===== config.mk =====
export PLATFORM = sky130hd
export DESIGN_NAME = axil_mem_arbiter
export DESIGN_NICKNAME = d
export VERILOG_FILES = /design/src/rtl/axil_pkg.sv /design/src/rtl/axil_rr_arb2.sv /design/src/rtl/axil_mem_arbiter.sv
export SDC_FILE = /design/constraint.sdc
export NUM_CORES = 1
export LEC_CHECK = 0
export CORE_AREA = 5 5 167 169
export CTS_BUF_LIST = sky130_fd_sc_hd__clkbuf_16
export CTS_CLUSTER_DIAMETER = 50
export CTS_CLUSTER_SIZE = 24
export DETAILED_ROUTE_END_ITERATION = 8
export DIE_AREA = 0 0 172 174
export PLACE_DENSITY = 0.54
export SYNTH_ARGS = -nofsm -noshare
export SYNTH_HDL_FRONTEND = slang
export SYNTH_HIERARCHICAL = 1
export SYNTH_SLANG_ARGS = --single-unit
export TNS_END_PERCENT = 5

===== constraint.sdc =====
create_clock -name clk -period 2.11 [get_ports clk]
set_clock_uncertainty 0.15 [all_clocks]
set_input_delay 0.633 -clock clk [delete_from_list [all_inputs] [get_ports clk]]
set_output_delay 0.633 -clock clk [all_outputs]
set_load 0.1 [all_outputs]

===== src/rtl/axil_pkg.sv =====
// Shared types and constants for the AXI4-Lite 2:1 memory arbiter.
// Holds the FSM state encodings, the response codes and a grant-index helper.
package axil_pkg;

    typedef enum logic [1:0] {
        RD_IDLE = 2'd0,
        RD_ADDR = 2'd1,
        RD_DATA = 2'd2
    } rd_state_e;

    typedef enum logic [1:0] {
        WR_IDLE = 2'd0,
        WR_REQ  = 2'd1,
        WR_RESP = 2'd2
    } wr_state_e;

    localparam logic [1:0] RESP_OKAY   = 2'b00;
    localparam logic [1:0] RESP_SLVERR = 2'b10;

    // One-hot grant to port index: 0 selects S0, 1 selects S1.
    function automatic logic onehot_to_idx(input logic [1:0] oh);
        return (oh == 2'b10);
    endfunction

endpackage


===== src/rtl/axil_rr_arb2.sv =====
// Two-way round-robin arbiter: on a tie, the port that was not granted last wins.
// The last-grant register starts at S1 so that S0 wins the first tie.
module axil_rr_arb2 (
    input  logic       clk,
    input  logic       rst,
    input  logic [1:0] req_i,
    input  logic       advance_i,
    output logic [1:0] gnt_o
);

    logic last_q;
    logic last_d;

    // Grant selection from current requests and the last winner.
    always_comb begin
        gnt_o = 2'b00;
        if (req_i == 2'b11) begin
            gnt_o = last_q ? 2'b01 : 2'b10;
        end else begin
            gnt_o = req_i;
        end
    end

    // Next value of the last-grant register.
    always_comb begin
        last_d = last_q;
        if (advance_i && (gnt_o != 2'b00)) begin
            last_d = gnt_o[1];
        end else begin
            last_d = last_q;
        end
    end

    // Last-grant register.
    always_ff @(posedge clk or posedge rst) begin
        if (rst) begin
            last_q <= 1'b1;
        end else begin
            last_q <= last_d;
        end
    end

endmodule


===== src/rtl/axil_mem_arbiter.sv =====
// 2:1 AXI4-Lite arbiter sharing one memory slave between the instruction (S0) and data (S1) masters.
// Read and write paths are arbitrated independently, one outstanding transaction each.
module axil_mem_arbiter
    import axil_pkg::*;
#(
    parameter  int ADDR_W = 32,
    parameter  int DATA_W = 32,
    localparam int STRB_W = DATA_W / 8
) (
    input  logic              clk,
    input  logic              rst,
    input  logic [ADDR_W-1:0] s0_awaddr,
    input  logic              s0_awvalid,
    output logic              s0_awready,
    input  logic [DATA_W-1:0] s0_wdata,
    input  logic [STRB_W-1:0] s0_wstrb,
    input  logic              s0_wvalid,
    output logic              s0_wready,
    output logic [1:0]        s0_bresp,
    output logic              s0_bvalid,
    input  logic              s0_bready,
    input  logic [ADDR_W-1:0] s0_araddr,
    input  logic              s0_arvalid,
    output logic              s0_arready,
    output logic [DATA_W-1:0] s0_rdata,
    output logic [1:0]        s0_rresp,
    output logic              s0_rvalid,
    input  logic              s0_rready,
    input  logic [ADDR_W-1:0] s1_awaddr,
    input  logic              s1_awvalid,
    output logic              s1_awready,
    input  logic [DATA_W-1:0] s1_wdata,
    input  logic [STRB_W-1:0] s1_wstrb,
    input  logic              s1_wvalid,
    output logic              s1_wready,
    output logic [1:0]        s1_bresp,
    output logic              s1_bvalid,
    input  logic              s1_bready,
    input  logic [ADDR_W-1:0] s1_araddr,
    input  logic              s1_arvalid,
    output logic              s1_arready,
    output logic [DATA_W-1:0] s1_rdata,
    output logic [1:0]        s1_rresp,
    output logic              s1_rvalid,
    input  logic              s1_rready,
    output logic [ADDR_W-1:0] m_awaddr,
    output logic              m_awvalid,
    input  logic              m_awready,
    output logic [DATA_W-1:0] m_wdata,
    output logic [STRB_W-1:0] m_wstrb,
    output logic              m_wvalid,
    input  logic              m_wready,
    input  logic [1:0]        m_bresp,
    input  logic              m_bvalid,
    output logic              m_bready,
    output logic [ADDR_W-1:0] m_araddr,
    output logic              m_arvalid,
    input  logic              m_arready,
    input  logic [DATA_W-1:0] m_rdata,
    input  logic [1:0]        m_rresp,
    input  logic              m_rvalid,
    output logic              m_rready
);

    rd_state_e rd_state_q, rd_state_d;
    wr_state_e wr_state_q, wr_state_d;
    logic      rd_gnt_q, rd_gnt_d;
    logic      wr_gnt_q, wr_gnt_d;
    logic      aw_done_q, aw_done_d;
    logic      w_done_q, w_done_d;
    logic      rd_adv_s, wr_adv_s;
    logic [1:0] rd_req_s, wr_req_s, rd_arb_gnt_s, wr_arb_gnt_s;

    assign rd_req_s = {s1_arvalid, s0_arvalid};
    // Write arbitration looks at awvalid only; a lone wvalid never wins.
    assign wr_req_s = {s1_awvalid, s0_awvalid};

    axil_rr_arb2 u_rd_arb (
        .clk       (clk),
        .rst       (rst),
        .req_i     (rd_req_s),
        .advance_i (rd_adv_s),
        .gnt_o     (rd_arb_gnt_s)
    );

    axil_rr_arb2 u_wr_arb (
        .clk       (clk),
        .rst       (rst),
        .req_i     (wr_req_s),
        .advance_i (wr_adv_s),
        .gnt_o     (wr_arb_gnt_s)
    );

    // State, grant and handshake-flag registers for both paths.
    always_ff @(posedge clk or posedge rst) begin
        if (rst) begin
            rd_state_q <= RD_IDLE;
            wr_state_q <= WR_IDLE;
            rd_gnt_q   <= 1'b0;
            wr_gnt_q   <= 1'b0;
            aw_done_q  <= 1'b0;
            w_done_q   <= 1'b0;
        end else begin
            rd_state_q <= rd_state_d;
            wr_state_q <= wr_state_d;
            rd_gnt_q   <= rd_gnt_d;
            wr_gnt_q   <= wr_gnt_d;
            aw_done_q  <= aw_done_d;
            w_done_q   <= w_done_d;
        end
    end

    // Read FSM next state; the grant is only latched in RD_IDLE.
    always_comb begin
        rd_state_d = rd_state_q;
        rd_gnt_d   = rd_gnt_q;
        rd_adv_s   = 1'b0;
        case (rd_state_q)
            RD_IDLE: begin
                if (|rd_req_s) begin
                    rd_adv_s   = 1'b1;
                    rd_gnt_d   = onehot_to_idx(rd_arb_gnt_s);
                    rd_state_d = RD_ADDR;
                end else begin
                    rd_state_d = RD_IDLE;
                end
            end
            RD_ADDR: begin
                if (m_arvalid && m_arready) begin
                    rd_state_d = RD_DATA;
                end else begin
                    rd_state_d = RD_ADDR;
                end
            end
            RD_DATA: begin
                if (m_rvalid && m_rready) begin
                    rd_state_d = RD_IDLE;
                end else begin
                    rd_state_d = RD_DATA;
                end
            end
            default: rd_state_d = RD_IDLE;
        endcase
    end

    // Read channel muxes; the non-granted port sees valid/ready low and zero data.
    always_comb begin
        m_araddr   = '0;
        m_arvalid  = 1'b0;
        m_rready   = 1'b0;
        s0_arready = 1'b0;
        s1_arready = 1'b0;
        s0_rdata   = '0;
        s0_rresp   = RESP_OKAY;
        s0_rvalid  = 1'b0;
        s1_rdata   = '0;
        s1_rresp   = RESP_OKAY;
        s1_rvalid  = 1'b0;
        if (rd_state_q == RD_ADDR) begin
            m_araddr   = rd_gnt_q ? s1_araddr : s0_araddr;
            m_arvalid  = rd_gnt_q ? s1_arvalid : s0_arvalid;
            s0_arready = !rd_gnt_q && m_arready;
            s1_arready = rd_gnt_q && m_arready;
        end else if (rd_state_q == RD_DATA) begin
            m_rready = rd_gnt_q ? s1_rready : s0_rready;
            if (rd_gnt_q) begin
                s1_rdata  = m_rdata;
                s1_rresp  = m_rresp;
                s1_rvalid = m_rvalid;
            end else begin
                s0_rdata  = m_rdata;
                s0_rresp  = m_rresp;
                s0_rvalid = m_rvalid;
            end
        end else begin
            m_arvalid = 1'b0;
        end
    end

    // Write FSM next state; aw and w may complete in either order or together.
    always_comb begin
        wr_state_d = wr_state_q;
        wr_gnt_d   = wr_gnt_q;
        wr_adv_s   = 1'b0;
        aw_done_d  = aw_done_q;
        w_done_d   = w_done_q;
        case (wr_state_q)
            WR_IDLE: begin
                if (|wr_req_s) begin
                    wr_adv_s   = 1'b1;
                    wr_gnt_d   = onehot_to_idx(wr_arb_gnt_s);
                    wr_state_d = WR_REQ;
                end else begin
                    wr_state_d = WR_IDLE;
                end
            end
            WR_REQ: begin
                aw_done_d = aw_done_q | (m_awvalid & m_awready);
                w_done_d  = w_done_q | (m_wvalid & m_wready);
                if (aw_done_d && w_done_d) begin
                    wr_state_d = WR_RESP;
                    aw_done_d  = 1'b0;
                    w_done_d   = 1'b0;
                end else begin
                    wr_state_d = WR_REQ;
                end
            end
            WR_RESP: begin
                if (m_bvalid && m_bready) begin
                    wr_state_d = WR_IDLE;
                end else begin
                    wr_state_d = WR_RESP;
                end
            end
            default: wr_state_d = WR_IDLE;
        endcase
    end

    // Write channel muxes; a completed aw or w handshake masks that channel.
    always_comb begin
        m_awaddr   = '0;
        m_awvalid  = 1'b0;
        m_wdata    = '0;
        m_wstrb    = '0;
        m_wvalid   = 1'b0;
        m_bready   = 1'b0;
        s0_awready = 1'b0;
        s1_awready = 1'b0;
        s0_wready  = 1'b0;
        s1_wready  = 1'b0;
        s0_bresp   = RESP_OKAY;
        s0_bvalid  = 1'b0;
        s1_bresp   = RESP_OKAY;
        s1_bvalid  = 1'b0;
        if (wr_state_q == WR_REQ) begin
            m_awaddr   = wr_gnt_q ? s1_awaddr : s0_awaddr;
            m_awvalid  = (wr_gnt_q ? s1_awvalid : s0_awvalid) && !aw_done_q;
            m_wdata    = wr_gnt_q ? s1_wdata : s0_wdata;
            m_wstrb    = wr_gnt_q ? s1_wstrb : s0_wstrb;
            m_wvalid   = (wr_gnt_q ? s1_wvalid : s0_wvalid) && !w_done_q;
            s0_awready = !wr_gnt_q && m_awready && !aw_done_q;
            s1_awready = wr_gnt_q && m_awready && !aw_done_q;
            s0_wready  = !wr_gnt_q && m_wready && !w_done_q;
            s1_wready  = wr_gnt_q && m_wready && !w_done_q;
        end else if (wr_state_q == WR_RESP) begin
            m_bready = wr_gnt_q ? s1_bready : s0_bready;
            if (wr_gnt_q) begin
                s1_bresp  = m_bresp;
                s1_bvalid = m_bvalid;
            end else begin
                s0_bresp  = m_bresp;
                s0_bvalid = m_bvalid;
            end
        end else begin
            m_awvalid = 1'b0;
        end
    end

endmodule


==> summary.md, run 1 <==
| Metric | Value |
|---|---|
| Status | `finished with violations` |
| Failing checks | `setup timing` |
| Die Y | `174 um` |
| Post-synth EDFFs | `0` |
| Synthesis Warnings | `6` |
| Synth Area in Adders | `0%` |
| Placed Cells | `1179` |
| Count of cell types in the netlist | `36` |
| Filler cells | `2585` |
| Worst-Skew Late Latency | `0.24 ns` |
| Initial Util | `10.4%` |
| Post-DP HPWL | `17.4 mm` |
| Fin crit period | `2.40 ns` |
| Synth top area share | `38.0%` |
| Initial antenna violation count | `0` |
| Final antenna-violating net count | `0` |
| Unrepaired setup endpoints after global routing | `true` |
| Routed Wire Length | `19.9 mm` |
| DRT Pass-1 Iters | `4` |
| DR iter-0 viols | `100` |
| Via density | `3.75` |
| TritonCTS Sinks | `10` |
| I/O Buffers | `439` |
| Number of global-route vias before repair | `4575` |
| GRT overflow | `0` |
| CP Buf/Inv Count | `2` |
| Final-report hold violation count | `0` |
| Hold path cells | `2` |
| Layout Area Growth over Synthesis | `283%` |
| Hold-fix buffers at CTS | `0` |
| Multi-input gate area | `2860 um2` |
| H-Tree Depth | `1` |
| Most frequent cell after synthesis | `nor2_1` |
| Most used cell, CP | `buf_12` |
| Synth Area in Simple Gates | `39.1%` |
| Post-synth top cells | `111 x nor2_1, 104 x mux2i_1, 70 x and2_1, 14 x buf_2` |
| Wirelength per Cell | `16.7 um` |
| Total track usage | `12.0%` |
| Post-Synth XOR/XNOR Area | `0%` |
| Mux cell area share after synthesis | `39.6%` |
| Cell count after synthesis | `382` |
| Final #Nets | `1103` |
| Slowest CP cell | `dfrtp_4` |
| Req. time, crit path | `1.33 ns` |
| Predominant post-synthesis flop cell | `dfrtp_1` |
| Worst-path clk slew | `0.04 ns` |
| Boundary Pins | `440` |
| Crit end category | `output pin` |
| Synthesized area | `2740 um2` |
| Worst-margin pin slew | `0.430 ns` |
| Crit Path Class | `register to output pin` |
| Critical path depth | `4` |
| Final period utilization | `114%` |
| Global-route wire length before repair | `27.8 mm` |
| Max incr delay on CP | `0.53 ns` |
| Avg Cell Area, Syn | `7.16 um2` |
| Area leader, netlist | `mux2i_1` |
| Place WS | `-0.409 ns` |
| Ys async rst share | `100%` |
| Post-route cell area | `10500 um2` |
| Slew Viols, Final | `0` |
| Register area share after synthesis | `9.24%` |
| Reg2reg path depth | `5` |
| Largest net degree at the start of global routing | `37` |
| Largest family of logic cells by synthesized area | `multiplexers` |
| Final Wtd Congestion | `0.820` |
| Fmax | `0.418 GHz` |
| Core Area | `26400 um2` |
| DRC viols | `0` |
| Total number of vias | `4468` |
| CTS tree | `yes` |
| Number of synthesized register bits | `10` |
| Die ar. | `29900 um2` |
| Synth Area in Compound Gates | `4.62%` |
| Startpoint Class | `register` |
| Layout Cells excl Fill | `1190` |
| Max cap viols | `0` |
| Worst-path fanout max | `13` |
| Sequential Area | `260 um2` |
| Layout cells sized above 1 | `51.0%` |
| Top cells by area, synth | `mux2i_1 38%, and2_1 16%, nor2_1 15%` |
| Final Core Density | `39.7%` |
| Root Buffer | `clkbuf_16` |
| Cell family with most CP delay | `flip-flops` |
| CTS buffer count | `3` |
| Class of the worst hold path | `register to register` |
| Synth Net Count | `635` |
| Crit path DAT | `1.61 ns` |
| DP Area | `9870 um2` |
| Final Worst Setup Slack | `-0.285 ns` |
| CP cell instances | `buf_12 > mux2_4 > nor3b_4 > buf_12` |
| Final setup vio count | `187` |
| Chip width | `172 um` |
| Rows | `60` |
| Relative slew slack | `71.3%` |
| CTS max path bufs | `2` |
| # diodes | `0` |
## metal layers
metal | up-vias | part of all wire (%) | GRT usage (%)
li1 | 2206 | - | -
met1 | 2035 | 34 | 12.7
met2 | 207 | 55 | 23.6
met3 | 20 | 9.1 | 3.16
met4 | 0 | 1.7 | 2.00
met5 | - | 0 | 0
## logic make-up after synthesis
logic type | count (synthesis)
AO/OA/AOI/OAI | 16
buffers and inverters | 38
flip-flops | 10
multiplexers | 107
AND/OR/NAND/NOR | 211
## worst min-delay path, cell delays in order, from the launching register on
cell,delay [ns]
dfstp_2,0.37
a21oi_1,0.11
a31oi_1,0.05
## layout make-up
class / instances / share of cell area [%]
timing repair buffer: 492 / 65.0
multi-input combinational: 335 / 27.3
tap: 341 / 4.07
sequential: 10 / 2.48
clock buffer: 3 / 0.716
inverter: 8 / 0.358
clock inverter: 1 / 0.0358
## cells in the final DEF (no fill, tap or decap), drive strengths merged, types with 8 or more instances in the layout
cell	n
dfrtp	8
dlymetal6s2s	8
and2	70
inv	8
buf	240
mux2i	104
dlygate4sd2	20
nand2b	10
clkdlybuf4s50	223
nor2	113
## final timing paths
kind	from	endpoint	slack (ns)
min	u_rd_arb/last_q	u_rd_arb/last_q	0.38
min in group asynchronous	rst	rd_state_q[0]	0.62
max	wr_gnt_q	m_wvalid	-0.29
max reg2reg	wr_gnt_q	w_done_q	0.32
min reg2reg	u_rd_arb/last_q	u_rd_arb/last_q	0.38
max in group asynchronous	rst	wr_gnt_q	0.86
## state kept, by name (all words and copies together) (netlist names)
signal,cells
u_wr_arb/last_q,1
rd_gnt_q,1
rd_state_q,2
wr_state_q,2
w_done_q,1
aw_done_q,1
u_rd_arb/last_q,1
wr_gnt_q,1
## what timing repair did
item                                    CTS  global route
cloned                                    1             0
resized for setup                       143            57
buffers inserted                          2             4
endpoints found under the setup margin  187           187
pin swaps                                52            38
## stage by stage
step	hold WS, ns	TNS, ns
2_1_floorplan	0.299	-111.63
3_3_place_gp	0.372	-36.39
3_5_place_dp	0.383	-37.52
4_1_cts	0.383	-35.21
5_1_grt	0.424	-42.00
6_report	0.384	-31.85
Power of run 1 is left out: the tool's default activity adds up to more than one toggle a clock period on the data nets, which glitch-free logic cannot reach.
==> inputs of run 2 (changes only) <==
--- a/config.mk
+++ b/config.mk
@@ -5,13 +5,14 @@
 export SDC_FILE = /design/constraint.sdc
 export NUM_CORES = 1
 export LEC_CHECK = 0
-export CORE_AREA = 5 5 167 169
+export CORE_AREA = 2 2 173 175
 export CTS_BUF_LIST = sky130_fd_sc_hd__clkbuf_16
 export CTS_CLUSTER_DIAMETER = 50
 export CTS_CLUSTER_SIZE = 24
 export DETAILED_ROUTE_END_ITERATION = 8
-export DIE_AREA = 0 0 172 174
-export PLACE_DENSITY = 0.54
+export DIE_AREA = 0 0 175 177
+export PLACE_DENSITY = 0.51
+export SETUP_SLACK_MARGIN = 0.5
 export SYNTH_ARGS = -nofsm -noshare
 export SYNTH_HDL_FRONTEND = slang
 export SYNTH_HIERARCHICAL = 1
==> summary.md, run 2 (same netlist as run 1, synthesis figures left out) <==
| Metric | Value |
|---|---|
| Total track usage | `11.7%` |
| Crit path DAT | `1.58 ns` |
| Req. time, crit path | `1.33 ns` |
| DR iter-0 viols | `100` |
| Rows | `63` |
| CP Buf/Inv Count | `2` |
| Fin crit period | `2.36 ns` |
| Slew Viols, Final | `0` |
| Worst-path fanout max | `1` |
| H-Tree Depth | `1` |
| Met3 usage | `2.41%` |
| Status | `finished with violations` |
| Boundary Pins | `440` |
| Met1 Usage GRT | `12.9%` |
| DRT Pass-1 Iters | `4` |
| # diodes | `0` |
| Largest net degree at the start of global routing | `36` |
| Final Worst Setup Slack | `-0.253 ns` |
| Final Wtd Congestion | `0.825` |
| Post-DP HPWL | `16.6 mm` |
| Max incr delay on CP | `0.49 ns` |
| GR peak layer | `met2` |
| Cell family with most CP delay | `buffers and inverters` |
| Final antenna-violating net count | `0` |
| CP cell instances | `clkdlybuf4s50_1 > mux2i_1 > nor2_1 > buf_12` |
| Hold-fix buffers at CTS | `0` |
| Critical path depth | `4` |
| Wirelength per Cell | `15.8 um` |
| Core Area | `29200 um2` |
| Total number of vias | `4461` |
| Layout cells sized above 1 | `49.2%` |
| Layout Area Growth over Synthesis | `286%` |
| Worst-Skew Late Latency | `0.24 ns` |
| Number of global-route vias before repair | `4732` |
| TritonCTS Sinks | `10` |
| Startpoint Class | `input pin` |
| Worst hold-check slack | `0.386 ns` |
| Final Core Density | `36.1%` |
| Setup TNS | `-32.35 ns` |
| Fmax | `0.423 GHz` |
| I/O Buffers | `439` |
| Via density | `3.60` |
| Worst-path clk slew | `0.04 ns` |
| Reg2reg path depth | `5` |
| Unrepaired setup endpoints after global routing | `true` |
| GRT overflow | `0` |
| Final setup vio count | `187` |
| Slowest CP cell | `clkdlybuf4s50_1` |
| GR Util met2 | `23.5%` |
| CTS buffer count | `3` |
| DRC viols | `0` |
| Die Y | `177 um` |
| CTS max path bufs | `2` |
| Most common cell after layout, fill and taps aside | `clkdlybuf4s50_1` |
| Global-route wire length before repair | `28.0 mm` |
| Crit end category | `output pin` |
| Die ar. | `31000 um2` |
| Initial Util | `9.36%` |
| Biggest regs | `rd_state_q (2), wr_state_q (2)` |
| Final-report hold violation count | `0` |
| Max cap viols | `0` |
| CTS tree | `yes` |
| Worst-margin pin slew | `0.385 ns` |
| Root Buffer | `clkbuf_16` |
| Final #Nets | `1103` |
| Crit Path Class | `input pin to output pin` |
| Failing checks | `setup timing` |
| Routed Wire Length | `19.6 mm` |
| Chip width | `175 um` |
| Most frequent cells in the layout | `217 x clkdlybuf4s50_1, 197 x buf_12, 95 x mux2i_1, 64 x and2_4, 57 x nor2_2` |
| Hold path cells | `2` |
| Final period utilization | `112%` |
| Relative slew slack | `74.3%` |
| Class of the worst hold path | `register to register` |
| Initial antenna violation count | `0` |
==> run 2: cell count changes in the layout (fill, tap and decap cells not counted), sizes merged <==
cell           delta
dlygate4sd2       +6
buf               +1
clkbuf            +2
bufbuf            +1
clkdlybuf4s15     -1
clkdlybuf4s50     -6
dlymetal6s2s      -2
nand2b            -1
==> run 2: worst paths after layout <==
kind                            startpoint               to  slack [ns]
max                            s0_wdata[7]       m_wdata[7]       -0.25
min                        u_rd_arb/last_q  u_rd_arb/last_q        0.39
max reg2reg                       wr_gnt_q         w_done_q        0.36
min reg2reg                u_rd_arb/last_q  u_rd_arb/last_q        0.39
max in group asynchronous              rst         wr_gnt_q        0.87
min in group asynchronous              rst    rd_state_q[0]        0.63
==> run 2: metal layers <==
layer,share of wire [%],up-vias
met5,0,-
met4,0.43,0
met3,6.2,6
met2,57,195
met1,37,2058
li1,-,2202
==> run 2: cell type report <==
class	count	area (um2)
well taps	390	488
fillers	2903	18700
inverters	8	37.5
flip-flops and latches	10	259
multi-input cells	334	2830
repair buffers	493	6860
clock inverters	1	3.75
clock buffers	3	75.1
==> run 2: through the flow <==
| step | setup WS, ns | instances | area, um2 |
|---|---|---|---|
| detailed placement | -0.375 | 1228 | 9920 |
| global placement | -0.377 | 1228 | 9920 |
| CTS | -0.283 | 1239 | 10400 |
| finish | -0.253 | 1239 | 10600 |
| floorplan | -0.845 | 382 | 2910 |
| global route | -0.314 | 1239 | 10600 |
==> run 2: repair_timing <==
action / 4_1_cts / 5_1_grt
resized for setup: 130 / 69
buffers inserted: 4 / 0
gates cloned: 3 / 0
pin swaps: 65 / 34
endpoints found under the setup margin: 197 / 195
==> run 2: tightest hold or removal path, cell delays in order, from the launching register on <==
cell	delay, ns
dfstp_2	0.37
a21oi_1	0.11
a31oi_1	0.05
Power of run 2 is left out for the same reason.
==> inputs of run 3 (changes only) <==
--- a/config.mk
+++ b/config.mk
@@ -11,7 +11,8 @@
 export CTS_CLUSTER_SIZE = 24
 export DETAILED_ROUTE_END_ITERATION = 8
 export DIE_AREA = 0 0 175 177
-export PLACE_DENSITY = 0.51
+export GPL_ROUTABILITY_DRIVEN = 0
+export PLACE_DENSITY = 0.47
 export SETUP_SLACK_MARGIN = 0.5
 export SYNTH_ARGS = -nofsm -noshare
 export SYNTH_HDL_FRONTEND = slang
==> summary.md, run 3 (same netlist as run 1, synthesis figures left out) <==
| Metric | Value |
|---|---|
| Slowest CP cell | `clkdlybuf4s50_1` |
| H-Tree Depth | `1` |
| Class of the worst hold path | `register to register` |
| Slew Viols, Final | `0` |
| Post-route cell area | `10600 um2` |
| I/O Buffers | `439` |
| CP Buf/Inv Count | `2` |
| Root Buffer | `clkbuf_16` |
| Hold Path Sink | `u_wr_arb/last_q` |
| Relative slew slack | `73.8%` |
| Routed Wire Length | `19.6 mm` |
| Total track usage | `11.7%` |
| Max incr delay on CP | `0.49 ns` |
| DP Area | `9890 um2` |
| Initial Util | `9.36%` |
| DRC viols | `0` |
| Via density | `3.62` |
| Layout cells sized above 1 | `48.2%` |
| Crit end category | `output pin` |
| Worst-path fanout max | `1` |
| Core Area | `29200 um2` |
| HP Start | `u_wr_arb/last_q` |
| DRT Pass-1 Iters | `4` |
| Filler cells | `2893` |
| Crit Path Class | `input pin to output pin` |
| Wirelength per Cell | `15.8 um` |
| Most frequent cells in the layout | `231 x clkdlybuf4s50_1, 196 x buf_12, 98 x mux2i_1, 66 x and2_4, 56 x nor2_1` |
| Layout Cells excl Fill | `1243` |
| Hold path cells | `2` |
| Global-route wire length before repair | `28.0 mm` |
| CTS buffer count | `3` |
| Placed Cells | `1225` |
| # diodes | `0` |
| CP cell instances | `clkdlybuf4s50_1 > mux2i_1 > nor2_1 > buf_12` |
| Failing checks | `setup timing` |
| Die ar. | `31000 um2` |
| Reg2reg path depth | `6` |
| Chip width | `175 um` |
| Worst-path clk slew | `0.04 ns` |
| GRT overflow | `0` |
| Largest net degree at the start of global routing | `49` |
| Final antenna-violating net count | `0` |
| Total number of vias | `4501` |
| Final #Nets | `1107` |
| Final period utilization | `114%` |
| Worst-margin pin slew | `0.393 ns` |
| Die Y | `177 um` |
| Cell family with most CP delay | `buffers and inverters` |
| Final Worst Setup Slack | `-0.289 ns` |
| Place WS | `-0.383 ns` |
| Boundary Pins | `440` |
| Status | `finished with violations` |
| Crit path DAT | `1.62 ns` |
| Layout Area Growth over Synthesis | `287%` |
| Reg2reg setup slack | `0.21 ns` |
| Worst reg2reg path startpoint | `wr_gnt_q` |
| Final-report hold violation count | `0` |
| DR iter-0 viols | `90` |
| Number of global-route vias before repair | `4532` |
| Rows | `63` |
| CTS max path bufs | `2` |
| Hold-fix buffers at CTS | `0` |
| Max cap viols | `0` |
| Startpoint Class | `input pin` |
| Reg-to-reg critical path endpoint | `wr_state_q[1]` |
| Most common cell after layout, fill and taps aside | `clkdlybuf4s50_1` |
| CTS tree | `yes` |
| Req. time, crit path | `1.33 ns` |
| Post-DP HPWL | `16.7 mm` |
| Biggest regs | `rd_state_q (2), wr_state_q (2)` |
| Fmax | `0.417 GHz` |
| Final setup vio count | `185` |
| Fin crit period | `2.40 ns` |
| Unrepaired setup endpoints after global routing | `true` |
| Initial antenna violation count | `0` |
| Worst-Skew Late Latency | `0.24 ns` |
| TritonCTS Sinks | `10` |
[run 3: cell type report]
type / instances / area [um2] / share of cell area, %
timing repair buffer: 497 / 6920 / 65.4
multi-input combinational: 334 / 2800 / 26.4
tap: 390 / 488 / 4.61
sequential: 10 / 259 / 2.45
clock buffer: 3 / 75.1 / 0.710
inverter: 8 / 37.5 / 0.355
clock inverter: 1 / 3.75 / 0.0355
[run 3: metal layers]
metal	wire (um)	vias to the layer above	GRT usage, %	part of all wire [%]
met2	10800	209	22.5	55
met3	1320	10	2.41	6.7
met4	184	0	1.42	0.94
met1	7300	2069	13.5	37
li1	-	2213	-	-
met5	0	-	0	0
[run 3: worst min-delay path, delay by kind of cell (launching register included)]
kind | cells | cell delay [ns]
compound gates | 2 | 0.15
flops | 1 | 0.37
[run 3: per-stage QoR]
step	TNS (ns)	hold slack, ns	utilization [%]
final	-35.14	0.388	36.2
after CTS	-40.23	0.382	35.6
after global placement	-35.72	0.371	33.8
after floorplan	-111.63	0.299	-
after detailed placement	-36.78	0.381	33.8
after global routing	-46.91	0.414	36.2
[run 3: what timing repair did]
item,CTS,global route
setup buffers,7,3
setup endpoints to repair,197,197
resized for setup,132,43
cloned,3,1
pin swaps,36,18
[run 3: worst max-delay path by stage]
stage,startpoint,end,slack (ns),cells past startpoint
after global routing,wr_gnt_q,m_wvalid,-0.32,4
after detailed placement,m_arready,s1_arready,-0.38,5
after global placement,m_arready,s1_arready,-0.38,5
after CTS,wr_gnt_q,m_awvalid,-0.28,4
final,s1_araddr[4],m_araddr[4],-0.29,4
after floorplan,wr_gnt_q,m_awaddr[12],-0.84,5
Power of run 3 is left out for the same reason.
